<file path="src/rtl/dsa_debug_pkg.sv">
`default_nettype none
// ============================================================================
// Module      : dsa_debug_pkg
// Description : Shared constants, types and helpers for the bilinear DSA
//               debug trace unit.
//               - W_* constants give the position of each 32-bit word in a
//                 trace entry.
//               - num_words() sizes an entry for a given SIMD width.
//               - trace_entry_t holds one entry at the widest supported SIMD
//                 width. Narrower configurations leave the upper words zero.
// Revision    : 1.0 - initial release
// ============================================================================
package dsa_debug_pkg;

    localparam int W_STATUS = 0;
    localparam int W_COORD  = 1;
    localparam int W_PIXMEM = 2;
    localparam int W_SIMD0  = 3;

    localparam int MAX_SIMD_WIDTH = 8;
    localparam int MAX_NUM_WORDS  = 5;

    // Three fixed words, then one word per group of four SIMD lanes.
    function automatic int num_words(input int simd_width);
        return W_SIMD0 + (simd_width + 3) / 4;
    endfunction

    typedef logic [MAX_NUM_WORDS-1:0][31:0] trace_entry_t;

endpackage
`default_nettype wire

</file>
<file path="src/rtl/dsa_debug_trace_if.sv">
`default_nettype none
// ============================================================================
// Module      : dsa_debug_trace_if
// Description : Bundles the datapath snapshot, trace control, breakpoint and
//               read-port signals of the debug trace unit.
//               - slave  : the trace unit. It samples the datapath and
//                          control signals, and drives the read data and
//                          status outputs.
//               - master : the datapath, the stepping controller and the
//                          JTAG bridge.
// Revision    : 1.0 - initial release
// ============================================================================
interface dsa_debug_trace_if
    import dsa_debug_pkg::*;
#(
    parameter int ADDR_WIDTH  = 18,
    parameter int SIMD_WIDTH  = 4,
    parameter int TRACE_DEPTH = 16
);
    localparam int IDX_W = $clog2(TRACE_DEPTH);
    localparam int CNT_W = IDX_W + 1;

    // Datapath snapshot
    logic                    mode_simd;
    logic [3:0]              fsm_state_seq;
    logic [3:0]              fsm_state_simd;
    logic [15:0]             current_x;
    logic [15:0]             current_y;
    logic [7:0]              pixel_out_seq;
    logic [8*SIMD_WIDTH-1:0] pixel_out_simd;
    logic [ADDR_WIDTH-1:0]   mem_addr;
    logic                    mem_write_en;

    // Trace control
    logic                    capture_enable;
    logic                    step_ack;
    logic                    trace_clear;
    logic                    trace_stop_full;

    // Breakpoint
    logic                    bp_enable;
    logic [15:0]             bp_x;
    logic [15:0]             bp_y;
    logic                    bp_clear;

    // Read port
    logic                    rd_req;
    logic [IDX_W-1:0]        rd_idx;
    logic [2:0]              rd_sel;
    logic                    rd_valid;
    logic [31:0]             rd_data;
    logic                    rd_err;

    // Status
    logic [CNT_W-1:0]        trace_count;
    logic                    trace_overflow;
    logic                    bp_hit;

    modport slave (
        input  mode_simd, fsm_state_seq, fsm_state_simd, current_x, current_y,
               pixel_out_seq, pixel_out_simd, mem_addr, mem_write_en,
               capture_enable, step_ack, trace_clear, trace_stop_full,
               bp_enable, bp_x, bp_y, bp_clear, rd_req, rd_idx, rd_sel,
        output rd_valid, rd_data, rd_err, trace_count, trace_overflow, bp_hit
    );

    modport master (
        output mode_simd, fsm_state_seq, fsm_state_simd, current_x, current_y,
               pixel_out_seq, pixel_out_simd, mem_addr, mem_write_en,
               capture_enable, step_ack, trace_clear, trace_stop_full,
               bp_enable, bp_x, bp_y, bp_clear, rd_req, rd_idx, rd_sel,
        input  rd_valid, rd_data, rd_err, trace_count, trace_overflow, bp_hit
    );

endinterface
`default_nettype wire

</file>
<file path="src/rtl/dsa_trace_ram.sv">
`default_nettype none
// ============================================================================
// Module      : dsa_trace_ram
// Description : Simple dual-port trace RAM with one write port and one
//               registered read port.
//               A read and a write to the same address in the same cycle
//               return the old contents.
//               Ports:
//               - i_clk   : clock
//               - i_we    : write enable
//               - i_waddr : write address
//               - i_wdata : write data
//               - i_re    : read enable
//               - i_raddr : read address
//               - o_rdata : registered read data
// Revision    : 1.0 - initial release
// ============================================================================
module dsa_trace_ram #(
    parameter int WIDTH = 96,
    parameter int DEPTH = 16,
    localparam int AW   = $clog2(DEPTH)
) (
    input  wire logic             i_clk,
    input  wire logic             i_we,
    input  wire logic [AW-1:0]    i_waddr,
    input  wire logic [WIDTH-1:0] i_wdata,
    input  wire logic             i_re,
    input  wire logic [AW-1:0]    i_raddr,
    output logic      [WIDTH-1:0] o_rdata
);
    logic [WIDTH-1:0] r_mem [DEPTH];

    always_ff @(posedge i_clk) begin
        if (i_we) begin
            r_mem[i_waddr] <= i_wdata;
        end
        if (i_re) begin
            o_rdata <= r_mem[i_raddr];
        end
    end

endmodule
`default_nettype wire

</file>
<file path="src/rtl/dsa_debug_trace.sv">
`default_nettype none
// ============================================================================
// Module      : dsa_debug_trace
// Description : Debug trace unit for the bilinear-interpolation DSA.
//               It captures timestamped datapath snapshots into a circular
//               trace buffer and raises a coordinate breakpoint. A registered
//               read port drains entries oldest-first.
//               Ports:
//               - clk : system clock
//               - rst : synchronous active-high reset
//               - bus : dsa_debug_trace_if.slave. It carries the snapshot
//                       inputs, trace/breakpoint control, the read port and
//                       the status outputs.
// Revision    : 1.0 - initial release
// ============================================================================
module dsa_debug_trace
    import dsa_debug_pkg::*;
#(
    parameter int ADDR_WIDTH  = 18,
    parameter int SIMD_WIDTH  = 4,
    parameter int TRACE_DEPTH = 16
) (
    input  wire logic        clk,
    input  wire logic        rst,
    dsa_debug_trace_if.slave bus
);
    localparam int NUM_WORDS  = num_words(SIMD_WIDTH);
    localparam int SIMD_WORDS = NUM_WORDS - W_SIMD0;
    localparam int LANE_W     = SIMD_WORDS * 32;
    localparam int ENTRY_W    = NUM_WORDS * 32;
    localparam int PTR_W      = $clog2(TRACE_DEPTH);
    localparam int CNT_W      = PTR_W + 1;

    logic [15:0]             r_timestamp;
    logic [PTR_W-1:0]        r_wr_ptr;
    logic [CNT_W-1:0]        r_count;
    logic                    r_overflow;
    logic                    r_bp_hit;
    logic                    r_rd_pend;
    logic                    r_rd_err;
    logic [2:0]              r_rd_sel;

    logic                    w_event;
    logic                    w_full;
    logic                    w_write;
    logic                    w_bp_match;
    logic [3:0]              w_live_state;
    logic [ADDR_WIDTH-1:0]   w_mem_addr;
    logic [8*SIMD_WIDTH-1:0] w_pix_simd;
    logic [LANE_W-1:0]       w_lanes;
    trace_entry_t            w_entry;
    logic [ENTRY_W-1:0]      w_wdata;
    logic [ENTRY_W-1:0]      w_rdata;
    logic [PTR_W-1:0]        w_oldest;
    logic [PTR_W-1:0]        w_raddr;
    logic                    w_rd_err;
    logic [255:0]            w_row;

    // ------------------------------------------------------------------
    // Capture decision
    // ------------------------------------------------------------------
    assign w_event    = !r_bp_hit &&
                        (bus.capture_enable ? bus.step_ack : bus.mem_write_en);
    assign w_full     = (r_count == CNT_W'(TRACE_DEPTH));
    // trace_clear wins over a same-cycle event, and that event is lost.
    assign w_write    = w_event && !bus.trace_clear &&
                        (!w_full || !bus.trace_stop_full);
    assign w_bp_match = w_event && !bus.trace_clear && bus.bp_enable &&
                        (bus.current_x == bus.bp_x) &&
                        (bus.current_y == bus.bp_y);

    // ------------------------------------------------------------------
    // Entry assembly
    // ------------------------------------------------------------------
    assign w_live_state = bus.mode_simd ? bus.fsm_state_simd : bus.fsm_state_seq;
    assign w_mem_addr   = bus.mem_addr;
    assign w_pix_simd   = bus.pixel_out_simd;
    // Zero-pad the lanes up to whole words so unused lanes read as 0.
    assign w_lanes      = LANE_W'(w_pix_simd);

    always_comb begin
        w_entry           = '0;
        w_entry[W_STATUS] = {r_timestamp, 3'b000, bus.mem_write_en,
                             bus.mode_simd, 3'b000, w_live_state, 4'b0000};
        w_entry[W_COORD]  = {bus.current_y, bus.current_x};
        w_entry[W_PIXMEM] = {bus.pixel_out_seq, 24'(w_mem_addr)};
        for (int k = 0; k < SIMD_WORDS; k++) begin
            w_entry[W_SIMD0 + k] = w_lanes[32*k +: 32];
        end
    end

    assign w_wdata = w_entry[NUM_WORDS-1:0];

    // ------------------------------------------------------------------
    // Buffer state, timestamp and breakpoint
    // ------------------------------------------------------------------
    always_ff @(posedge clk) begin
        if (rst) begin
            r_timestamp <= '0;
            r_wr_ptr    <= '0;
            r_count     <= '0;
            r_overflow  <= 1'b0;
            r_bp_hit    <= 1'b0;
        end else begin
            r_timestamp <= r_timestamp + 16'd1;

            if (bus.trace_clear) begin
                r_wr_ptr   <= '0;
                r_count    <= '0;
                r_overflow <= 1'b0;
            end else begin
                if (w_write) begin
                    r_wr_ptr <= r_wr_ptr + PTR_W'(1);
                end
                if (w_write && !w_full) begin
                    r_count <= r_count + CNT_W'(1);
                end
                if (w_event && w_full) begin
                    r_overflow <= 1'b1;
                end
            end

            // A match in the same cycle as bp_clear wins.
            if (w_bp_match) begin
                r_bp_hit <= 1'b1;
            end else if (bus.bp_clear) begin
                r_bp_hit <= 1'b0;
            end
        end
    end

    // ------------------------------------------------------------------
    // Read port
    // ------------------------------------------------------------------
    // r_count wraps to 0 in PTR_W bits when the buffer is full. In that case
    // the oldest entry is the one about to be overwritten at r_wr_ptr.
    assign w_oldest = r_wr_ptr - r_count[PTR_W-1:0];
    assign w_raddr  = w_oldest + bus.rd_idx;
    assign w_rd_err = ({1'b0, bus.rd_idx} >= r_count) ||
                      (bus.rd_sel >= 3'(NUM_WORDS));

    dsa_trace_ram #(
        .WIDTH (ENTRY_W),
        .DEPTH (TRACE_DEPTH)
    ) u_ram (
        .i_clk   (clk),
        .i_we    (w_write),
        .i_waddr (r_wr_ptr),
        .i_wdata (w_wdata),
        .i_re    (bus.rd_req),
        .i_raddr (w_raddr),
        .o_rdata (w_rdata)
    );

    always_ff @(posedge clk) begin
        if (rst) begin
            r_rd_pend <= 1'b0;
            r_rd_err  <= 1'b0;
            r_rd_sel  <= '0;
        end else begin
            r_rd_pend <= bus.rd_req;
            if (bus.rd_req) begin
                r_rd_err <= w_rd_err;
                r_rd_sel <= bus.rd_sel;
            end
        end
    end

    // Pad the row to eight words so any rd_sel value indexes legally.
    // Out-of-range selects are already forced to zero by r_rd_err.
    assign w_row = 256'(w_rdata);

    assign bus.rd_valid       = r_rd_pend;
    assign bus.rd_err         = r_rd_pend && r_rd_err;
    assign bus.rd_data        = (r_rd_pend && !r_rd_err) ?
                                w_row[{r_rd_sel, 5'b00000} +: 32] : 32'd0;
    assign bus.trace_count    = r_count;
    assign bus.trace_overflow = r_overflow;
    assign bus.bp_hit         = r_bp_hit;

endmodule
`default_nettype wire

</file>
<file path="src/flat_wrapper.sv">
// flat-port wrapper written by rule: the top's interface ports become plain ports
module dsa_debug_trace_flat import dsa_debug_pkg::*;
#(
    parameter int ADDR_WIDTH  = 18,
    parameter int SIMD_WIDTH  = 4,
    parameter int TRACE_DEPTH = 16
)
  (clk, rst, bus_mode_simd, bus_fsm_state_seq, bus_fsm_state_simd, bus_current_x, bus_current_y, bus_pixel_out_seq, bus_pixel_out_simd, bus_mem_addr, bus_mem_write_en, bus_capture_enable, bus_step_ack, bus_trace_clear, bus_trace_stop_full, bus_bp_enable, bus_bp_x, bus_bp_y, bus_bp_clear, bus_rd_req, bus_rd_idx, bus_rd_sel, bus_rd_valid, bus_rd_data, bus_rd_err, bus_trace_count, bus_trace_overflow, bus_bp_hit);
  dsa_debug_trace_if #(.ADDR_WIDTH(ADDR_WIDTH), .SIMD_WIDTH(SIMD_WIDTH), .TRACE_DEPTH(TRACE_DEPTH)) bus_i ();
  input  wire logic clk;
  input  wire logic rst;
  input wire logic [$bits(bus_i.mode_simd)-1:0] bus_mode_simd;
  input wire logic [$bits(bus_i.fsm_state_seq)-1:0] bus_fsm_state_seq;
  input wire logic [$bits(bus_i.fsm_state_simd)-1:0] bus_fsm_state_simd;
  input wire logic [$bits(bus_i.current_x)-1:0] bus_current_x;
  input wire logic [$bits(bus_i.current_y)-1:0] bus_current_y;
  input wire logic [$bits(bus_i.pixel_out_seq)-1:0] bus_pixel_out_seq;
  input wire logic [$bits(bus_i.pixel_out_simd)-1:0] bus_pixel_out_simd;
  input wire logic [$bits(bus_i.mem_addr)-1:0] bus_mem_addr;
  input wire logic [$bits(bus_i.mem_write_en)-1:0] bus_mem_write_en;
  input wire logic [$bits(bus_i.capture_enable)-1:0] bus_capture_enable;
  input wire logic [$bits(bus_i.step_ack)-1:0] bus_step_ack;
  input wire logic [$bits(bus_i.trace_clear)-1:0] bus_trace_clear;
  input wire logic [$bits(bus_i.trace_stop_full)-1:0] bus_trace_stop_full;
  input wire logic [$bits(bus_i.bp_enable)-1:0] bus_bp_enable;
  input wire logic [$bits(bus_i.bp_x)-1:0] bus_bp_x;
  input wire logic [$bits(bus_i.bp_y)-1:0] bus_bp_y;
  input wire logic [$bits(bus_i.bp_clear)-1:0] bus_bp_clear;
  input wire logic [$bits(bus_i.rd_req)-1:0] bus_rd_req;
  input wire logic [$bits(bus_i.rd_idx)-1:0] bus_rd_idx;
  input wire logic [$bits(bus_i.rd_sel)-1:0] bus_rd_sel;
  output wire logic [$bits(bus_i.rd_valid)-1:0] bus_rd_valid;
  output wire logic [$bits(bus_i.rd_data)-1:0] bus_rd_data;
  output wire logic [$bits(bus_i.rd_err)-1:0] bus_rd_err;
  output wire logic [$bits(bus_i.trace_count)-1:0] bus_trace_count;
  output wire logic [$bits(bus_i.trace_overflow)-1:0] bus_trace_overflow;
  output wire logic [$bits(bus_i.bp_hit)-1:0] bus_bp_hit;
  assign bus_i.mode_simd = bus_mode_simd;
  assign bus_i.fsm_state_seq = bus_fsm_state_seq;
  assign bus_i.fsm_state_simd = bus_fsm_state_simd;
  assign bus_i.current_x = bus_current_x;
  assign bus_i.current_y = bus_current_y;
  assign bus_i.pixel_out_seq = bus_pixel_out_seq;
  assign bus_i.pixel_out_simd = bus_pixel_out_simd;
  assign bus_i.mem_addr = bus_mem_addr;
  assign bus_i.mem_write_en = bus_mem_write_en;
  assign bus_i.capture_enable = bus_capture_enable;
  assign bus_i.step_ack = bus_step_ack;
  assign bus_i.trace_clear = bus_trace_clear;
  assign bus_i.trace_stop_full = bus_trace_stop_full;
  assign bus_i.bp_enable = bus_bp_enable;
  assign bus_i.bp_x = bus_bp_x;
  assign bus_i.bp_y = bus_bp_y;
  assign bus_i.bp_clear = bus_bp_clear;
  assign bus_i.rd_req = bus_rd_req;
  assign bus_i.rd_idx = bus_rd_idx;
  assign bus_i.rd_sel = bus_rd_sel;
  assign bus_rd_valid = bus_i.rd_valid;
  assign bus_rd_data = bus_i.rd_data;
  assign bus_rd_err = bus_i.rd_err;
  assign bus_trace_count = bus_i.trace_count;
  assign bus_trace_overflow = bus_i.trace_overflow;
  assign bus_bp_hit = bus_i.bp_hit;
  dsa_debug_trace #(.ADDR_WIDTH(ADDR_WIDTH), .SIMD_WIDTH(SIMD_WIDTH), .TRACE_DEPTH(TRACE_DEPTH)) u_core (.clk(clk), .rst(rst), .bus(bus_i));
endmodule
</file>
<file path="config.mk">
export PLATFORM = sky130hd
export DESIGN_NAME = dsa_debug_trace_flat
export DESIGN_NICKNAME = d
export VERILOG_FILES = /design/src/rtl/dsa_debug_pkg.sv /design/src/rtl/dsa_debug_trace_if.sv /design/src/rtl/dsa_trace_ram.sv /design/src/rtl/dsa_debug_trace.sv /design/src/flat_wrapper.sv
export SDC_FILE = /design/constraint.sdc
export NUM_CORES = 2
export LEC_CHECK = 0
export ABC_CLOCK_PERIOD_IN_PS = 11550
export BUFFER_PORTS_ARGS = -buffer_cell sky130_fd_sc_hd__buf_4
export CORE_MARGIN = 10
export CORE_UTILIZATION = 62
export DETAILED_ROUTE_END_ITERATION = 10
export GPL_TIMING_DRIVEN = 0
export HOLD_SLACK_MARGIN = 0.12
export PLACE_DENSITY = 0.86
export SLEW_MARGIN = 20
export SYNTH_ARGS = -nofsm -noshare
export SYNTH_HDL_FRONTEND = slang
export SYNTH_SLANG_ARGS = --single-unit
</file>
<file path="constraint.sdc">
create_clock -name clk -period 11.55 [get_ports clk]
set_input_delay 0.5775 -clock clk [delete_from_list [all_inputs] [get_ports clk]]
set_output_delay 0.5775 -clock clk [all_outputs]
set_load 0.03 [all_outputs]
</file>
==> flow_metrics.tcl <==
set metrics [dict create \
    ys_ff_latch 1936 \
    die_area_um2 133000 \
    gp_congestion 0.825 \
    synthXorXnorAreaFrac_pct 0.699 \
    synth_cell_types 37 \
    grt_max_degree 77 \
    final.period_utilization_pct 47.6 \
    ys_top_cells_by_count "1904 x edfxtp_1, 576 x mux4_2, 72 x clkbuf_1" \
    status "finished clean" \
    ant_nets 0 \
    port_buffers 188 \
    fmax_mhz 182 \
    total_power_w 0.0161 \
    drive_gt1_share_pct 35.3 \
    grt_pass1_wl_um 334000 \
    fp.dieW_um 364 \
    synth_top_area_share_pct 77.8 \
    slew_viol_final 0 \
    clk_pin_slew_worst_paths_ns 0.07 \
    min_period_ns 5.50 \
    finClkSkew_ns 0.0484 \
    track_usage_pct 36.9 \
    syn_nets 3101 \
    start_kind "flop" \
    r2r-start "u_core.r_wr_ptr[0]" \
    wire_per_inst_um 46.1 \
    yosysMostFrequentCell "edfxtp_1" \
    cts_hold_buffers 86 \
    synth_warnings 0 \
    power_leakage_nw 27.8 \
    dp_hpwl_um 136000 \
    ioPinCount 189 \
    power_density_nw_per_um2 186 \
    crit_required_ns 12.05 \
    wl_um 242000 \
    crit_start "u_core.r_wr_ptr[0]" \
    path_max_fanout 10 \
    grt_overflow 0 \
    grt_pass1_vias 40200 \
    design_area_um2 86400 \
    synth.avg_cell_area_um2 25.1 \
    grt_setup_unrepaired "false" \
    vias 40700 \
    ctsRootBufferMaster "clkbuf_16" \
    netlist_top_cells_area "edfxtp_1 78%, mux4_2 18%, dfxtp_1 0.87%" \
    synth_compound_area_share_pct 0.294 \
    coreArea_um2 118000 \
    pre_cts_slack_ns 6.53 \
    yosys-mux-area-fraction_pct 18.0 \
    ys_seq_area_share_pct 78.6 \
    via_per_inst 7.75 \
    ctsResizeCount 0 \
    clk_path_buf_depth 3 \
    initial_core_util_pct 62.3 \
    maxCapViolations 0 \
    insertion_delay_ns 0.82 \
    crit_path_end_kind "flop" \
    max_slew_margin_pct 18.0 \
    critPathKind "reg -> reg" \
    synth_cells 2935 \
    drt_iter0_markers 8326 \
    final.setup.worst_slack_ns 6.05 \
    holdCritStartpoint "bus_current_x[5]" \
    post_cts_buffers 0 \
    async_flop_share_pct 0 \
    cts_tree "built" \
    hp-class "in -> reg" \
    synth_edf_count 1904 \
    worstPathArrival_ns 6.00 \
    remaining_drc_errors 0 \
    post_dp_cell_area_um2 79600 \
    syn2layout_area_growth_pct 17.5 \
    max-vdd-ir-drop_mv 0.192 \
    cts_made_buffers 178 \
    rows 126 \
    drt-pass1-iter-count 7 \
    cts.htree.levels 4 \
    clock_sink_count 1936 \
    synthFlopType "edfxtp_1" \
    synth_top_area_cell "edfxtp_1" \
    antenna_found_initial 26 \
    syn-cell-area_um2 73500 \
    synthAdderAreaFrac_pct 0.337 \
    fp.dieH_um 364 \
    fill_cells 5774 \
    setup_viol 0 \
    worst_pin_slew_ns 1.23 \
    fin_nets 3719 \
    synthSimpleGateAreaFrac_pct 0.904 \
    synth_top_family_by_area "multiplexers" \
    hold_viol 0 \
]
## cells by family after synthesis
logic type               Yosys count
AO/OA/AOI/OAI                     28
XOR/XNOR                          57
adder cells (fa/ha/maj)           18
buffers and inverters            158
flip-flops                      1936
multiplexers                     600
AND/OR/NAND/NOR                  138
## cell usage in the layout (no fill, tap or decap), drive strengths merged, types with 2 or more instances in the layout
| cell | instances |
|---|---|
| nand4 | 11 |
| nor3 | 7 |
| bufinv | 22 |
| fa | 3 |
| or2 | 2 |
| mux2 | 20 |
| dlygate4sd3 | 86 |
| buf | 422 |
| edfxtp | 1904 |
| nand2 | 15 |
| dfxtp | 32 |
| clkinv | 64 |
| a21oi | 5 |
| nand2b | 4 |
| and3 | 19 |
| o21ai | 2 |
| mux4 | 576 |
| inv | 24 |
| nor2b | 3 |
| xor2 | 22 |
| ha | 15 |
| mux2i | 4 |
| clkbuf | 293 |
| nand3 | 7 |
| nor2 | 62 |
| diode | 14 |
| xnor2 | 35 |
| clkinvlp | 7 |
| a22oi | 16 |
| nor4 | 4 |
| a21o | 4 |
## path summary, 6_finish.rpt
kind / to / slack, ns / depth (start not counted)
setup / recovery: u_core.u_ram.o_rdata[42] / 6.05 / 10
hold / removal: u_core.u_ram.r_mem[2][27] / 0.15 / 1
setup reg to reg: u_core.u_ram.o_rdata[42] / 6.05 / 10
hold reg to reg: u_core.r_rd_sel[2] / 0.48 / 2
## flip-flops by register name, summed over array words and instances, names as in the netlist
register                   count
u_core.r_timestamp            16
u_core.u_ram.r_mem          1792
u_core.r_rd_sel                3
u_core.bus.trace_overflow      1
u_core.r_wr_ptr                4
u_core.u_ram.o_rdata         112
u_core.bus.trace_count         5
u_core.r_rd_err                1
u_core.bus.bp_hit              1
u_core.bus.rd_valid            1
## metrics by stage
| step | TNS [ns] | util (%) | instances | hold slack (ns) |
|---|---|---|---|---|
| 3_5_place_dp | 0 | 67.5 | 4823 | 0.464 |
| 3_3_place_gp | -5954.98 | 65.2 | 4659 | 0.457 |
| 2_1_floorplan | 0 | - | 2935 | 0.450 |
| 4_1_cts | 0 | 73.2 | 5231 | 0.121 |
| 6_report | 0 | 73.3 | 5245 | 0.149 |
| 5_1_grt | 0 | 73.2 | 5235 | 0.153 |
## power breakdown
group	total, W	switching, W	leakage (nW)	internal, W
Combinational	0.00187	0.00108	7.38	0.000789
Clock	0.00620	0.00279	2.85	0.00341
Sequential	0.00799	0.000122	17.6	0.00786
## critical path, cell delays in order (launching register included)
cell and delay [ns]:
dfxtp_1 0.47, inv_1 0.16, ha_1 0.33, inv_1 0.08
ha_1 0.24, fa_1 0.62, clkbuf_1 0.62, clkbuf_2 0.70
clkbuf_1 0.92, mux4_2 0.46, mux4_2 0.61
## metal layers
layer	part of all wire [%]	global-route usage [%]	up-vias	wire length, µm
met4	8.7	24.1	28	21000
met2	47	57.9	5030	114000
met3	15	11.3	1225	35500
li1	-	-	13900	-
met5	0.073	0	-	177
met1	29	44.8	20500	70900
## layout make-up
| class | instances | area, µm² | area share [%] |
|---|---|---|---|
| inverter | 16 | 60.1 | 0.0695 |
| multi-input combinational | 841 | 15000 | 17.4 |
| clock buffer | 221 | 4720 | 5.47 |
| timing repair buffer | 438 | 4880 | 5.65 |
| antenna | 14 | 35.0 | 0.0406 |
| tap | 1536 | 1920 | 2.22 |
| sequential | 1936 | 57800 | 66.9 |
| buffer | 142 | 774 | 0.897 |
| clock inverter | 101 | 1150 | 1.33 |
Power figures use the tool's default switching activity.
